===== src/rtl/i2c_write_sequencer_if.sv =====
// Engine-side handshake bundle between the write sequencer and the
// byte-level I2C master engine.
interface i2c_write_sequencer_if;
    logic [7:0] i2c_tx_data;
    logic       i2c_start;
    logic       i2c_stop;
    logic       i2c_en;
    logic       i2c_ready;
    logic       i2c_tx_done;

    modport master (
        output i2c_tx_data, i2c_start, i2c_stop, i2c_en,
        input  i2c_ready, i2c_tx_done
    );

    modport slave (
        input  i2c_tx_data, i2c_start, i2c_stop, i2c_en,
        output i2c_ready, i2c_tx_done
    );
endinterface


===== src/rtl/i2c_write_sequencer.sv =====
// I2C write sequencer: buffers payload bytes in a small FIFO and walks the
// engine through START, address byte, N data bytes and STOP.
// Optional watchdog abort is enabled by defining I2C_SEQ_TIMEOUT_EN.
module i2c_write_sequencer #(
    parameter int unsigned FIFO_DEPTH  = 8,
    parameter int unsigned LEN_W       = 4,
    parameter int unsigned TIMEOUT_CYC = 65535
) (
    input  logic                     clk,
    input  logic                     reset,
    input  logic                     cmd_start,
    input  logic [6:0]               cmd_addr,
    input  logic [LEN_W-1:0]         cmd_len,
    input  logic [7:0]               wr_data,
    input  logic                     wr_valid,
    output logic                     fifo_full,
    output logic                     fifo_ovf,
    output logic                     busy,
    output logic                     done,
    output logic                     err,
    i2c_write_sequencer_if.master    eng
);

    localparam int unsigned PTR_W = $clog2(FIFO_DEPTH);
    localparam int unsigned CNT_W = PTR_W + 1;

    if (FIFO_DEPTH < 2 || (FIFO_DEPTH & (FIFO_DEPTH - 1)) != 0) begin : g_bad_depth
        $error("FIFO_DEPTH must be a power of two >= 2");
    end
    if (FIFO_DEPTH >= (1 << LEN_W)) begin : g_bad_len
        $error("LEN_W too narrow to hold FIFO_DEPTH");
    end
    if (TIMEOUT_CYC < 2) begin : g_bad_timeout
        $error("TIMEOUT_CYC must be >= 2");
    end

    typedef enum logic [2:0] {
        IDLE,
        ISSUE_START,
        ADDR_GO,
        WAIT_TXD,
        WAIT_HOLD,
        ISSUE_DATA,
        ISSUE_STOP,
        WAIT_IDLE
    } state_t;

    state_t           state;
    logic [6:0]       addr_q;
    logic [LEN_W-1:0] remaining;
    logic             guard;
    logic             en_q, start_q, stop_q;
    logic [7:0]       tx_data_q;
    logic             busy_q, done_q, err_q;

    logic [7:0]       mem [FIFO_DEPTH];
    logic [PTR_W-1:0] wr_ptr, rd_ptr;
    logic [CNT_W-1:0] count;
    logic             fifo_empty;
    logic             ovf_q;

    logic             ready_ok;
    logic             pop;
    logic             push;
    logic             timeout_hit;

    // Ready is ignored in the strobe cycle and the one after it so the
    // engine has time to drop out of its ready state.
    always_comb begin
        fifo_empty = (count == '0);
        fifo_full  = (count == CNT_W'(FIFO_DEPTH));
        ready_ok   = eng.i2c_ready && !en_q && !guard;
        pop        = (state == WAIT_HOLD) && ready_ok && (remaining != '0)
                     && !fifo_empty && !timeout_hit;
        push       = wr_valid && (!fifo_full || pop) && !timeout_hit;
    end

`ifdef I2C_SEQ_TIMEOUT_EN
    localparam int unsigned TW = $clog2(TIMEOUT_CYC + 1);
    logic [TW-1:0] tcnt;

    // Watchdog restarts on every engine strobe or byte completion while active
    always_ff @(posedge clk or posedge reset) begin
        if (reset)
            tcnt <= '0;
        else if (state == IDLE || timeout_hit || en_q || eng.i2c_tx_done)
            tcnt <= '0;
        else
            tcnt <= tcnt + TW'(1);
    end

    assign timeout_hit = (state != IDLE) && !en_q && !eng.i2c_tx_done
                         && (tcnt == TW'(TIMEOUT_CYC - 1));
`else
    assign timeout_hit = 1'b0;
`endif

    // Payload storage; contents need no reset since pointers gate every read
    always_ff @(posedge clk) begin
        if (push)
            mem[wr_ptr] <= wr_data;
    end

    // FIFO pointers, occupancy and overflow pulse
    always_ff @(posedge clk or posedge reset) begin
        if (reset) begin
            wr_ptr <= '0;
            rd_ptr <= '0;
            count  <= '0;
            ovf_q  <= 1'b0;
        end else if (timeout_hit) begin
            wr_ptr <= '0;
            rd_ptr <= '0;
            count  <= '0;
            ovf_q  <= 1'b0;
        end else begin
            ovf_q <= wr_valid && fifo_full && !pop;
            if (push)
                wr_ptr <= wr_ptr + PTR_W'(1);
            if (pop)
                rd_ptr <= rd_ptr + PTR_W'(1);
            case ({push, pop})
                2'b10:   count <= count + CNT_W'(1);
                2'b01:   count <= count - CNT_W'(1);
                default: count <= count;
            endcase
        end
    end

    // Transaction sequencer with registered engine handshake outputs
    always_ff @(posedge clk or posedge reset) begin
        if (reset) begin
            state     <= IDLE;
            addr_q    <= '0;
            remaining <= '0;
            guard     <= 1'b0;
            en_q      <= 1'b0;
            start_q   <= 1'b0;
            stop_q    <= 1'b0;
            tx_data_q <= '0;
            busy_q    <= 1'b0;
            done_q    <= 1'b0;
            err_q     <= 1'b0;
        end else begin
            en_q    <= 1'b0;
            start_q <= 1'b0;
            stop_q  <= 1'b0;
            done_q  <= 1'b0;
            err_q   <= 1'b0;
            guard   <= en_q;
            if (timeout_hit) begin
                state  <= IDLE;
                busy_q <= 1'b0;
                err_q  <= 1'b1;
            end else begin
                case (state)
                    IDLE: begin
                        if (cmd_start) begin
                            addr_q    <= cmd_addr;
                            remaining <= cmd_len;
                            busy_q    <= 1'b1;
                            state     <= ISSUE_START;
                        end
                    end
                    ISSUE_START: begin
                        if (ready_ok) begin
                            en_q      <= 1'b1;
                            start_q   <= 1'b1;
                            tx_data_q <= {addr_q, 1'b0};
                            state     <= ADDR_GO;
                        end
                    end
                    ADDR_GO: begin
                        if (ready_ok) begin
                            en_q  <= 1'b1;
                            state <= WAIT_TXD;
                        end
                    end
                    WAIT_TXD: begin
                        if (eng.i2c_tx_done)
                            state <= WAIT_HOLD;
                    end
                    WAIT_HOLD: begin
                        if (ready_ok) begin
                            if (remaining != '0) begin
                                // Empty FIFO: stay here, engine keeps SCL low
                                if (!fifo_empty) begin
                                    en_q      <= 1'b1;
                                    tx_data_q <= mem[rd_ptr];
                                    remaining <= remaining - LEN_W'(1);
                                    state     <= ISSUE_DATA;
                                end
                            end else begin
                                en_q   <= 1'b1;
                                stop_q <= 1'b1;
                                state  <= ISSUE_STOP;
                            end
                        end
                    end
                    ISSUE_DATA: state <= WAIT_TXD;
                    ISSUE_STOP: state <= WAIT_IDLE;
                    WAIT_IDLE: begin
                        if (ready_ok) begin
                            done_q <= 1'b1;
                            busy_q <= 1'b0;
                            state  <= IDLE;
                        end
                    end
                    default: state <= IDLE;
                endcase
            end
        end
    end

    assign fifo_ovf        = ovf_q;
    assign busy            = busy_q;
    assign done            = done_q;
    assign err             = err_q;
    assign eng.i2c_en      = en_q;
    assign eng.i2c_start   = start_q;
    assign eng.i2c_stop    = stop_q;
    assign eng.i2c_tx_data = tx_data_q;

endmodule


===== src/flat_wrapper.sv =====
// flat-port wrapper written by rule: the top's interface ports become plain ports
module i2c_write_sequencer_flat 
#(
    parameter int unsigned FIFO_DEPTH  = 8,
    parameter int unsigned LEN_W       = 4,
    parameter int unsigned TIMEOUT_CYC = 65535
)
  (clk, reset, cmd_start, cmd_addr, cmd_len, wr_data, wr_valid, fifo_full, fifo_ovf, busy, done, err, eng_i2c_tx_data, eng_i2c_start, eng_i2c_stop, eng_i2c_en, eng_i2c_ready, eng_i2c_tx_done);
  i2c_write_sequencer_if eng_i ();
  input  logic clk;
  input  logic reset;
  input  logic cmd_start;
  input  logic [6:0] cmd_addr;
  input  logic [LEN_W-1:0] cmd_len;
  input  logic [7:0] wr_data;
  input  logic wr_valid;
  output logic fifo_full;
  output logic fifo_ovf;
  output logic busy;
  output logic done;
  output logic err;
  output wire logic [$bits(eng_i.i2c_tx_data)-1:0] eng_i2c_tx_data;
  output wire logic [$bits(eng_i.i2c_start)-1:0] eng_i2c_start;
  output wire logic [$bits(eng_i.i2c_stop)-1:0] eng_i2c_stop;
  output wire logic [$bits(eng_i.i2c_en)-1:0] eng_i2c_en;
  input wire logic [$bits(eng_i.i2c_ready)-1:0] eng_i2c_ready;
  input wire logic [$bits(eng_i.i2c_tx_done)-1:0] eng_i2c_tx_done;
  assign eng_i2c_tx_data = eng_i.i2c_tx_data;
  assign eng_i2c_start = eng_i.i2c_start;
  assign eng_i2c_stop = eng_i.i2c_stop;
  assign eng_i2c_en = eng_i.i2c_en;
  assign eng_i.i2c_ready = eng_i2c_ready;
  assign eng_i.i2c_tx_done = eng_i2c_tx_done;
  i2c_write_sequencer #(.FIFO_DEPTH(FIFO_DEPTH), .LEN_W(LEN_W), .TIMEOUT_CYC(TIMEOUT_CYC)) u_core (.clk(clk), .reset(reset), .cmd_start(cmd_start), .cmd_addr(cmd_addr), .cmd_len(cmd_len), .wr_data(wr_data), .wr_valid(wr_valid), .fifo_full(fifo_full), .fifo_ovf(fifo_ovf), .busy(busy), .done(done), .err(err), .eng(eng_i));
endmodule

===== config.mk =====
export PLATFORM = sky130hd
export DESIGN_NAME = i2c_write_sequencer_flat
export DESIGN_NICKNAME = d
export VERILOG_FILES = /design/src/rtl/i2c_write_sequencer_if.sv /design/src/rtl/i2c_write_sequencer.sv /design/src/flat_wrapper.sv
export SDC_FILE = /design/constraint.sdc
export NUM_CORES = 1
export LEC_CHECK = 0
export CAP_MARGIN = 15
export CORE_MARGIN = 2
export CORE_UTILIZATION = 51
export DETAILED_ROUTE_END_ITERATION = 16
export GPL_ROUTABILITY_DRIVEN = 0
export GPL_TIMING_DRIVEN = 0
export PLACE_DENSITY = 0.81
export SYNTH_ARGS = -nofsm -noshare
export SYNTH_HDL_FRONTEND = slang
export SYNTH_SLANG_ARGS = --single-unit
export TNS_END_PERCENT = 20

===== constraint.sdc =====
create_clock -name clk -period 2.9 [get_ports clk]
set_input_delay 0.725 -clock clk [delete_from_list [all_inputs] [get_ports clk]]
set_output_delay 0.725 -clock clk [all_outputs]
set_load 0.005 [all_outputs]

Word level (Yosys, flattened, before mapping)
Memory sizes are Yosys's and may differ from the RTL's.
Index checks and enable logic that the tools add are counted.

word-level totals
  bits in registers = 39
  RAM bits = 64
  bits of input ports = 25
  logic and storage cells = 101
  memories kept = 1

memory list
  memory      words  bits a word  read ports  clocked after memory_dff  write ports  RTL line                   source
  u_core.mem  8      8            1           0                         1            i2c_write_sequencer.sv:56  logic [7:0] mem [FIFO_DEPTH];

cells by class
  add/subtract/negate cells = 5
  equal/unequal tests = 19
  muxes and demuxes = 35
  reduce and logical (&&, ||, !) cells = 27

operators by type and width
  operator                                                               count
  8-bit 2-to-1 mux                                                       4
  3-bit 2-to-1 mux                                                       8
  3-bit one-hot mux with 8 select lines                                  1
  4-bit 2-to-1 mux                                                       4
  4-bit one-hot mux with 2 select lines                                  2
  8-bit one-hot mux with 2 select lines                                  1
  1-bit 2-to-1 mux                                                       13
  3-bit equality test, second input constant                             4
  5-bit AND reduction                                                    2
  1-bit logical AND                                                      8
  2-bit by 1-bit != test with 1-bit output, second input constant        4
  2-bit != test, second input constant                                   4
  2-bit nonzero test                                                     4
  4-bit by 1-bit subtractor with 4-bit output, second input constant     2
  7-bit AND reduction                                                    1
  3-bit by 1-bit adder with 3-bit output, second input constant          2
  3-bit by 2-bit equality test with 1-bit output, second input constant  2
  1-bit logical NOT                                                      5
  4-bit by 1-bit adder with 4-bit output, second input constant          1
  4-bit equality test, second input constant                             1
  4-bit logical NOT                                                      1
  1-bit one-hot mux with 2 select lines                                  2
  4-bit nonzero test                                                     1
  3-bit by 1-bit equality test with 1-bit output, second input constant  1
  other kinds (8)                                                        8

Depth between registers and ports, before layout
Gate-level depths: netlist (run 1).

  depth in word-level cells = 10
  depth in mapped cells = 11
  depth with buffers taken out = 10

Worst setup path before layout (run 1)
OpenSTA, ideal clock, no wires.

  kind = in2reg
  from = in eng_i2c_ready
  to = mem u_core.mem[0][0], enable pin
  library setup time = 0.395 ns
  data arrival time = 2.909 ns
  required time = 2.505 ns
  setup slack = -0.404 ns
  stages on the path = 5
  path buffers = 1
  path through = or3b_2 -> clkbuf_1 -> nor4b_2 -> o21ai_1 -> nor4_1

on the way
  cells in the longest elaborated chain, start to end = 9

ends and longest elaborated chain
  what                                    RTL line                    source
  start, declared                         flat_wrapper.sv:26          input wire logic [$bits(eng_i.i2c_ready)-1:0] eng_i2c_ready;
  1-bit logical AND (2 in a row)          i2c_write_sequencer.sv:72   ready_ok = eng.i2c_ready && !en_q && !guard;
  1-bit logical AND (2 in a row)          i2c_write_sequencer.sv:73   pop = (state == WAIT_HOLD) && ready_ok && (remaining != '0)
  1-bit logical AND                       i2c_write_sequencer.sv:74   && !fifo_empty && !timeout_hit;
  1-bit logical OR                        i2c_write_sequencer.sv:75   push = wr_valid && (!fifo_full || pop) && !timeout_hit;
  1-bit logical AND                       i2c_write_sequencer.sv:75
  1-bit 2-to-1 mux                        i2c_write_sequencer.sv:100  if (push)
  1-bit 2-to-1 mux (implied by the code)  i2c_write_sequencer.sv:101  mem[wr_ptr] <= wr_data;
  end, declared                           i2c_write_sequencer.sv:56

Every way passes these cells.

Final worst setup path (run 1)
  from = in eng_i2c_ready
  to = mem u_core.mem[4][6], enable pin

The elaborated chain is that of the path after synthesis.

==> flow_summary.toml, run 1 <==
[cells_and_area]
finalCoreUtilization_pct = 64.6
antennaDiodeCount = 0
combined_area_of_the_multi_input_logic_cells_sq_um = 1480
regArea_sq_um = 2900
design.final.nets = 410
share_of_layout_cells_above_drive_strength_1_pct = 23.8
n_fill_cell = 605
areaGrowthSynthToFinish_pct = 22.5

[timing]
slew_viol_final = 0
finalCriticalPeriod_ps = 2870
setup_viol_count_final = 0
post-route-period-util_pct = 99.0
skew_ps = 14.5
max_slew_margin_pct = 29.8
timing.fmax_mhz = 348
number_of_hold_violations_in_the_final_report = 0
final.setup.tns_ps = 0
worst-slew-pin-transition_ps = 1050
grt_setup_unrepaired = "yes"

[placement]
dpl.hpwl_microns = 6000
port_buffers = 38

[worst_setup_path]
r2r_setup_slack_ps = 240
critPathLaunch = "eng_i2c_ready"
timing.critical_path.fanout_max = 10
worst-endpoint-required_ps = 2990
critical_path.endpoint_type = "flop"
critical_path.cell_chain = "clkdlybuf4s50_1 > or3b_4 > buf_2 > nor4b_4 > o21a_1 > nand2_4 > nor3_4 > buf_4"
worst-endpoint-arrival_ps = 2960
crit_path_max_incr_delay_ps = 470
cpMaxStageDelayCell = "clkdlybuf4s50_1"
worst_setup_path_endpoint = "u_core.mem[4][6]$_DFFE_PP_"
critical_path_cell_count = 8
timing.critical_path.from_type = "input port"
regToRegEndpoint = "u_core.count[2]$_DFFE_PP0P_"
cp_buf_inv_count = 3
path_class = "in -> reg"
cpLargestDelayFamily = "simple AND/OR/NAND/NOR gates"
reg2reg_launch_point = "u_core.state[2]$_DFFE_PP0P_"
timing.reg2reg.worst_path_depth = 10

[clock_network]
cts_htree_levels = 3
clock_sink_count = 103
clk-insertion-delay-late_ps = 370
cts.clk_slew.worst_paths_ps = 110
cts-buffers-inserted = 9
clock_tree.root_cell = "clkbuf_8"
cts_tree = "yes"
clk_path_buf_depth = 2
cts_hold_repair.buffers = 0

[floorplan]
fp.dieH_microns = 96.4
die_w_microns = 96.4
start_util_pct = 52.7
core-area_sq_um = 8260
fp.dieArea_sq_um = 9290
boundaryPins = 41
num_rows = 33

[detailed_routing]
drt_iter0_markers = 157
firstDrtPassIters = 4
wl_per_cell_microns = 18.7
routed_wl_microns = 9190
remaining_drc_errors = 0
detail_route.vias_per_cell = 5.71
num_vias = 2805
drtAntennaViolNets = 0

[synthesis]
mappedNetlistNets = 346
synth_cells = 317
yosys.area.top_type_share_pct = 44.1
synth_edf_count = 64
ys_warn_count = 0
ys_dominant_reg_cell = "edfxtp_1"
synthTopCellsByCount = "edfxtp_1 (64), dfrtp_1 (39), mux2_2 (34), a21oi_1 (23), nor2_1 (20)"
synth.top_cells.by_area = "edfxtp_1 (44%), dfrtp_1 (22%), mux2_2 (8.8%), a21oi_1 (2.6%), o22ai_1 (1.9%)"
yosysUniqueCellTypes = 47
synth_most_common_cell = "edfxtp_1"
synth_seq_area_share_pct = 66.5
mappedNetlistArea_sq_um = 4360
synth_seq_cells = 103
yosysTopAreaCell = "edfxtp_1"
proportion_of_register_bits_with_asynchronous_set_or_reset_after_synthesis_pct = 37.9
syn_avg_cell_area_sq_um = 13.7

[global_routing]
pin_count_of_the_biggest_net_entering_global_routing = 40
antenna_found_initial = 0
via_count_of_the_first_global_routing_pass = 2776
grt_first_pass_wirelength_microns = 13900
grt_ovf = 0
grtUsageTotal_pct = 20.6

[power_and_ir_drop]
vdd_drop_max_mv = 0.366
power.leakage_nw = 1.96
internal_power_mw = 3.12
power_density_nw_per_um2 = 890
switching_power_mw = 1.63
reg_power_share_pct = 46.0
power.switching_fraction_pct = 34.3
clockPowerShare_pct = 20.1
power.share.combinational_pct = 33.9

[run_status]
run_status = "finished, final reports clean"

[job]
timing.max_cap.violations = 0

[min_path]
holdCritPathClass = "reg -> reg"
hp-start = "u_core.eng.i2c_en$_DFF_PP0_"
## cells in the final DEF (no fill, tap or decap), drive strengths merged, types with 3 or more instances in the layout
master and instances:
a21oi 23, buf 20, clkbuf 22, clkdlybuf4s50 38
dfrtp 39, edfxtp 64, ha 4, inv 10
mux2 34, mux4 3, nand2 17, nand2b 5
nand3 3, nor2 20, nor3 16, nor3b 3
o21ai 11, o22ai 13, or3b 3, xnor2 4
xor2 3
## per-layer routing
metal  routed length [microns]  up-vias  global-route usage [%]  share of wire (%)
met4                       134        0                    7.98                1.5
met3                       628       14                    5.12                6.8
met1                      3690     1379                    26.3                 40
met2                      4730      105                    34.1                 52
met5                         0        -                       0                  0
li1                          -     1307                       -                  -
## final cells by class
cell class	instances	share of cell area (%)
clock buffer	10	2.39
sequential	103	54.3
buffer	17	1.66
multi-input combinational	191	27.8
tap	105	2.46
timing repair buffer	53	9.38
inverter	6	0.422
clock inverter	6	1.57
## state kept, by name, indices dropped and copies added, names as in the netlist
name,cells
u_core.state,3
u_core.addr_q,7
u_core.busy,1
u_core.done,1
u_core.mem,64
u_core.guard,1
u_core.rd_ptr,3
u_core.eng.i2c_tx_data,8
u_core.remaining,4
u_core.count,4
u_core.eng.i2c_en,1
u_core.fifo_ovf,1
u_core.eng.i2c_stop,1
u_core.eng.i2c_start,1
u_core.wr_ptr,3
## metrics by stage
stage | hold slack [ps] | cells | instance area (sq um) | power [mW] | setup slack, ps
2_1_floorplan | 408 | 317 | 4360 | 3.11 | -226
3_3_place_gp | 395 | 460 | 4870 | 3.55 | -1580
3_5_place_dp | 413 | 464 | 4900 | 3.64 | -1450
4_1_cts | 445 | 486 | 5260 | 4.70 | -106
5_1_grt | 467 | 491 | 5340 | 5.00 | -56.1
6_report | 446 | 491 | 5340 | 4.75 | 28.7
## kinds of logic after synthesis
logic type	count (synthesis)	share of synthesized area, %
xor gates and xnor gates	7	1.41
other	1	0.0861
buffers and inverters	23	2.30
adders and majority gates	4	1.15
and+or+nand+nor	82	9.94
DFF	103	66.5
AOI/OAI and AO/OA	58	7.79
muxes	39	10.8
## power by group through the flow
stage	clock (mW)	combinational (mW)	sequential (mW)
after CTS	0.961	1.57	2.18
after detailed placement	0	1.46	2.18
after floorplan	0	0.986	2.13
final	0.953	1.61	2.18
after global routing	1.02	1.76	2.22
after global placement	0	1.39	2.16
## repair_timing
item | in CTS | in global routing
buffers inserted | 6 | 5
endpoints found under the setup margin | 76 | 67
cloned | 0 | 0
pin swaps | 9 | 6
gates resized for setup | 20 | 12
## worst min-delay path by stage
| stage | end | slack [ps] | cells past startpoint |
|---|---|---|---|
| after floorplan | u_core.guard$_DFF_PP0_ | 410 | 0 |
| after global placement | u_core.guard$_DFF_PP0_ | 400 | 0 |
| after detailed placement | u_core.guard$_DFF_PP0_ | 410 | 0 |
| after CTS | u_core.guard$_DFF_PP0_ | 450 | 0 |
| after global routing | u_core.guard$_DFF_PP0_ | 470 | 0 |
| final | u_core.guard$_DFF_PP0_ | 450 | 0 |
(Power assumes the default switching activity.)
==> inputs of run 2 (changes only) <==
--- a/config.mk
+++ b/config.mk
@@ -12,6 +12,7 @@
 export GPL_ROUTABILITY_DRIVEN = 0
 export GPL_TIMING_DRIVEN = 0
 export PLACE_DENSITY = 0.81
+export SLEW_MARGIN = 5
 export SYNTH_ARGS = -nofsm -noshare
 export SYNTH_HDL_FRONTEND = slang
 export SYNTH_SLANG_ARGS = --single-unit
==> run 2 against run 1 <==
- via count is 0.14% higher
- global-route usage is 0.55 points lower
- clock power is 2% lower
- setup slack better by 31 ps
- critical path type unchanged
- critical endpoint is now u_core.count[2]$_DFFE_PP0P_
==> flow_summary.toml, run 2 (same netlist as run 1, synthesis figures left out) <==
[run_status]
run_status = "finished, final reports clean"

[global_routing]
antenna_found_initial = 0
grtUsageTotal_pct = 20.1
pin_count_of_the_biggest_net_entering_global_routing = 40
grt_ovf = 0
via_count_of_the_first_global_routing_pass = 2720
grt_first_pass_wirelength_microns = 13500

[timing]
number_of_hold_violations_in_the_final_report = 0
timing.fmax_mhz = 352
post-route-period-util_pct = 97.9
setup_viol_count_final = 0
worst-slew-pin-transition_ps = 1040
final.hold.worst_slack_ps = 442
max_slew_margin_pct = 30.7
grt_setup_unrepaired = "no"
final.setup.tns_ps = 0
skew_ps = 17.7
finalCriticalPeriod_ps = 2840
slew_viol_final = 0

[clock_network]
cts_tree = "yes"
clock_tree.root_cell = "clkbuf_8"
clock_sink_count = 103
cts_htree_levels = 3
clk_path_buf_depth = 2
cts-buffers-inserted = 9
cts_hold_repair.buffers = 0
clk-insertion-delay-late_ps = 370
cts.clk_slew.worst_paths_ps = 100

[cells_and_area]
share_of_layout_cells_above_drive_strength_1_pct = 24.4
number_of_flip_flops_under_the_largest_register_name = 64
design_area_sq_um = 5370
largest-register = "u_core.mem"
final_common_cell = "edfxtp_1"
areaGrowthSynthToFinish_pct = 23.4
n_fill_cell = 590
antennaDiodeCount = 0
layout.cells.most_common_list = "edfxtp_1 (64), dfrtp_1 (39), clkdlybuf4s50_1 (38), mux2_2 (34), a21oi_1 (23)"
final_non_filler_cell_total = 491
design.final.nets = 410

[placement]
port_buffers = 38
dpl.hpwl_microns = 5910
post_placement_cell_count = 461
placement.cell_area_sq_um = 4890

[detailed_routing]
firstDrtPassIters = 4
remaining_drc_errors = 0
routed_wl_microns = 8970
detail_route.vias_per_cell = 5.72
drt_iter0_markers = 159
drtAntennaViolNets = 0
num_vias = 2809
wl_per_cell_microns = 18.3

[power_and_ir_drop]
power_density_nw_per_um2 = 882
power.switching_fraction_pct = 33.6
reg_power_share_pct = 46.1
clockPowerShare_pct = 19.7
power.leakage_nw = 1.97
vdd_drop_max_mv = 0.436
power.share.combinational_pct = 34.2
internal_power_mw = 3.14
switching_power_mw = 1.59

[worst_setup_path]
cpLargestDelayFamily = "simple AND/OR/NAND/NOR gates"
cp_buf_inv_count = 2
reg2reg_launch_point = "u_core.state[2]$_DFFE_PP0P_"
crit_path_frequent_cell = "xor2_1"
crit_path_max_incr_delay_ps = 550
critical_path_cell_count = 10
worst-endpoint-required_ps = 3200
cpMaxStageDelayCell = "or4b_4"
worst-endpoint-arrival_ps = 3140
critical_path.cell_chain = "clkdlybuf4s50_1 > or3b_4 > or4b_4 > buf_8 > nor2_4 > xor2_1 > ha_2 > nand4_1 > o41ai_2 > xor2_1"
timing.critical_path.from_type = "input port"
timing.critical_path.fanout_max = 10
worst_setup_path_endpoint = "u_core.count[2]$_DFFE_PP0P_"
critPathLaunch = "eng_i2c_ready"
path_class = "in -> reg"
r2r_setup_slack_ps = 270
timing.reg2reg.worst_path_depth = 10
critical_path.endpoint_type = "flop"
regToRegEndpoint = "u_core.count[2]$_DFFE_PP0P_"

[floorplan]
boundaryPins = 41
num_rows = 33
fp.dieH_microns = 96.4
start_util_pct = 52.7
fp.dieArea_sq_um = 9290
die_w_microns = 96.4
core-area_sq_um = 8260

[min_path]
holdCritPathClass = "reg -> reg"

[job]
timing.max_cap.violations = 0
-- run 2: power by group through the flow --
| stage | clock network, mW | registers, mW | logic (mW) |
|---|---|---|---|
| floorplan | 0 | 2.13 | 0.986 |
| global placement | 0 | 2.16 | 1.39 |
| detailed placement | 0 | 2.19 | 1.46 |
| CTS | 0.938 | 2.18 | 1.57 |
| global route | 1.00 | 2.23 | 1.77 |
| finish | 0.934 | 2.19 | 1.62 |
-- run 2: final cells by class --
class                      instances  area, sq um  share of cell area [%]
multi-input combinational        191         1500                    27.9
sequential                       103         2900                    53.9
buffer                            17         93.8                    1.75
inverter                           6         22.5                   0.419
tap                              105          131                    2.44
clock inverter                     5         66.3                    1.23
clock buffer                      11          141                    2.63
timing repair buffer              53          523                    9.73
-- run 2: worst register-to-register path, cell delays in order, from the launching register on --
cell     delay [ps]
dfrtp_1         480
or3b_1          390
buf_6           160
or4b_4          530
buf_8           160
nor2_4          110
xor2_1          170
ha_2            210
nand4_1         100
o41ai_2         100
xor2_1          170
-- run 2: repair_timing --
action                     4_1_cts  5_1_grt
pin swaps                        7        7
hold endpoints to repair         0        0
resized for setup               21       13
setup buffers                    8        6
setup endpoints to repair       71       47
-- run 2: worst min-delay path by stage --
stage,depth (start not counted),slack (ps),endpoint,start
floorplan,0,410,u_core.guard$_DFF_PP0_,u_core.eng.i2c_en$_DFF_PP0_
global placement,0,400,u_core.guard$_DFF_PP0_,u_core.eng.i2c_en$_DFF_PP0_
detailed placement,0,420,u_core.guard$_DFF_PP0_,u_core.eng.i2c_en$_DFF_PP0_
CTS,0,440,u_core.guard$_DFF_PP0_,u_core.eng.i2c_en$_DFF_PP0_
global route,0,460,u_core.guard$_DFF_PP0_,u_core.eng.i2c_en$_DFF_PP0_
finish,0,440,u_core.guard$_DFF_PP0_,u_core.eng.i2c_en$_DFF_PP0_
-- run 2: per-stage QoR --
step	total power, mW	setup WS (ps)	util (%)
after detailed placement	3.65	-1450	59.3
after global placement	3.55	-1580	59.0
final	4.74	60.2	65.1
after floorplan	3.11	-226	-
after global routing	5.00	13.6	65.1
after CTS	4.68	-112	63.8
-- run 2: metal layers --
| layer | global-route usage (%) | up-vias | wire length [microns] |
|---|---|---|---|
| met3 | 3.26 | 9 | 545 |
| li1 | - | 1310 | - |
| met2 | 33.7 | 85 | 4580 |
| met5 | 0 | - | 0 |
| met4 | 8.10 | 0 | 123 |
| met1 | 26.2 | 1405 | 3730 |
==> inputs of run 3 (changes only) <==
--- a/config.mk
+++ b/config.mk
@@ -6,6 +6,7 @@
 export NUM_CORES = 1
 export LEC_CHECK = 0
 export CAP_MARGIN = 15
+export CORE_ASPECT_RATIO = 0.7
 export CORE_MARGIN = 2
 export CORE_UTILIZATION = 51
 export DETAILED_ROUTE_END_ITERATION = 16
==> constraint.sdc (replaced) <==
create_clock -name clk -period 2.35 [get_ports clk]
set_input_delay 0.5875 -clock clk [delete_from_list [all_inputs] [get_ports clk]]
set_output_delay 0.5875 -clock clk [all_outputs]
set_load 0.005 [all_outputs]
==> run 3 against run 2 <==
- the flow now finishes with violations (setup timing)
- worst hold slack lost 10 ps
- first-iteration DRC count grew 55%
- combinational power grew 30%
- die area grew 0.13%
- final area grew 3.0%
- register-to-register slack lost 410 ps
- core utilization grew 1.0 points
- wire length grew 7.1%
- critical path type is now reg -> reg
- largest power group unchanged
==> flow_summary.toml, run 3 (same netlist as run 1, synthesis figures left out) <==
[run_status]
run_status = "finished with violations"
failed_checks = "setup timing"

[power_and_ir_drop]
internal_power_mw = 4.21
power.share.combinational_pct = 33.7
clockPowerShare_pct = 22.4
power.switching_fraction_pct = 32.7
power.leakage_nw = 2.03
reg_power_share_pct = 43.9
power_density_nw_per_um2 = 1130
vdd_drop_max_mv = 0.551
switching_power_mw = 2.04

[job]
timing.max_cap.violations = 0

[timing]
final.setup.tns_ps = -2090
worst_slack_ps = -138
setup_viol_count_final = 36
number_of_hold_violations_in_the_final_report = 0
max_slew_margin_pct = 45.7
grt_setup_unrepaired = "yes"
post-route-period-util_pct = 106
skew_ps = 6.54
finalCriticalPeriod_ps = 2490
timing.fmax_mhz = 402
slew_viol_final = 0
worst-slew-pin-transition_ps = 814

[cells_and_area]
layout.cells.most_common_list = "edfxtp_1 (64), clkdlybuf4s50_1 (37), dfrtp_1 (35), mux2_2 (34), a21oi_1 (22)"
largest-register = "u_core.mem"
combined_area_of_the_multi_input_logic_cells_sq_um = 1530
regArea_sq_um = 2900
final_common_cell = "edfxtp_1"
number_of_flip_flops_under_the_largest_register_name = 64
antennaDiodeCount = 0
final_non_filler_cell_total = 494
n_fill_cell = 551
design.final.nets = 413
areaGrowthSynthToFinish_pct = 27.1
share_of_layout_cells_above_drive_strength_1_pct = 27.5

[clock_network]
cts_tree = "yes"
clk_path_buf_depth = 2
cts-buffers-inserted = 9
clock_tree.root_cell = "clkbuf_16"
cts.clk_slew.worst_paths_ps = 60
cts_htree_levels = 3
clock_sink_count = 103
clk-insertion-delay-late_ps = 340

[detailed_routing]
topRoutingLayerUsed = "met4"
routed-wl-met2_microns = 4670
remaining_drc_errors = 0
drt_iter0_markers = 246
met1_length_microns = 4220
firstDrtPassIters = 4
num_vias = 2814
wl_per_cell_microns = 19.4
routed_wl_microns = 9610
drtAntennaViolNets = 0
detailroute.wirelength.met3_microns = 622
detail_route.vias_per_cell = 5.70

[floorplan]
start_util_pct = 52.0
fp.dieArea_sq_um = 9310
num_rows = 28
core-area_sq_um = 8370
fp.dieH_microns = 81.3
boundaryPins = 41
die_w_microns = 114

[min_path]
holdCritPathClass = "reg -> reg"

[placement]
dpl.hpwl_microns = 6280
post_placement_cell_count = 460
port_buffers = 38

[worst_setup_path]
timing.critical_path.fanout_max = 7
timing.critical_path.from_type = "flop"
worst-endpoint-required_ps = 2610
path_class = "reg -> reg"
worst-endpoint-arrival_ps = 2750
critical_path.endpoint_type = "flop"

[global_routing]
pin_count_of_the_biggest_net_entering_global_routing = 40
grt_ovf = 0
antenna_found_initial = 0
grtUsageTotal_pct = 21.5
grt_first_pass_wirelength_microns = 14500
via_count_of_the_first_global_routing_pass = 2787
## run 3: per-stage QoR
stage | hold WS, ps | utilization [%] | total power [mW] | setup WS (ps) | instance area, sq um
after floorplan | 416 | - | 3.98 | -211 | 4490
after global placement | 410 | 59.7 | 4.52 | -1070 | 5000
after detailed placement | 421 | 59.7 | 4.63 | -1080 | 5000
after CTS | 436 | 65.4 | 6.20 | -217 | 5470
after global routing | 470 | 66.1 | 6.57 | -250 | 5540
final | 432 | 66.1 | 6.25 | -138 | 5540
## run 3: timing repair
item                       in CTS  in global routing
gates resized for setup        16                  9
buffers inserted               13                  7
pin swaps                      15                  8
setup endpoints to repair      81                 84
hold buffers                    0                  0
## run 3: final timing paths
kind                                             start                            to  slack [ps]  cells after the start
max                        u_core.state[2]$_DFFE_PP0P_   u_core.count[2]$_DFFE_PP0P_        -140                      9
max in group asynchronous                        reset   u_core.state[2]$_DFFE_PP0P_        1060                      2
min reg2reg                u_core.eng.i2c_en$_DFF_PP0_        u_core.guard$_DFF_PP0_         430                      0
max reg2reg                u_core.state[2]$_DFFE_PP0P_   u_core.count[2]$_DFFE_PP0P_        -140                      9
min in group asynchronous                        reset  u_core.wr_ptr[1]$_DFFE_PP0P_         710                      2
min                        u_core.eng.i2c_en$_DFF_PP0_        u_core.guard$_DFF_PP0_         430                      0
## run 3: cell type report
type,count,share of cell area [%]
repair buffers,58,10.6
well taps,105,2.37
clock buffers,13,4.72
multi-input cells,191,27.6
flip-flops and latches,103,52.4
inverters,6,0.407
plain buffers,15,1.51
clock inverters,3,0.316
## run 3: routing by layer
layer	vias to the layer above	GRT usage (%)
met5	-	0
met4	0	7.44
met3	9	5.75
met2	97	33.6
met1	1397	29.5
li1	1311	-
## run 3: worst max-delay path, stage by stage, from the launching register on
cell	delay, ps
dfrtp_2	430
or3b_1	380
buf_6	150
or4b_4	550
nor2_4	170
xor2_2	140
ha_2	200
nand4_1	110
o41ai_2	100
xor2_1	190
## run 3: power by group through the flow
stage | Clock (mW) | Sequential, mW | Combinational [mW]
finish | 1.40 | 2.75 | 2.11
CTS | 1.43 | 2.71 | 2.05
detailed placement | 0 | 2.74 | 1.90
floorplan | 0 | 2.66 | 1.32
global placement | 0 | 2.70 | 1.82
global route | 1.49 | 2.79 | 2.29
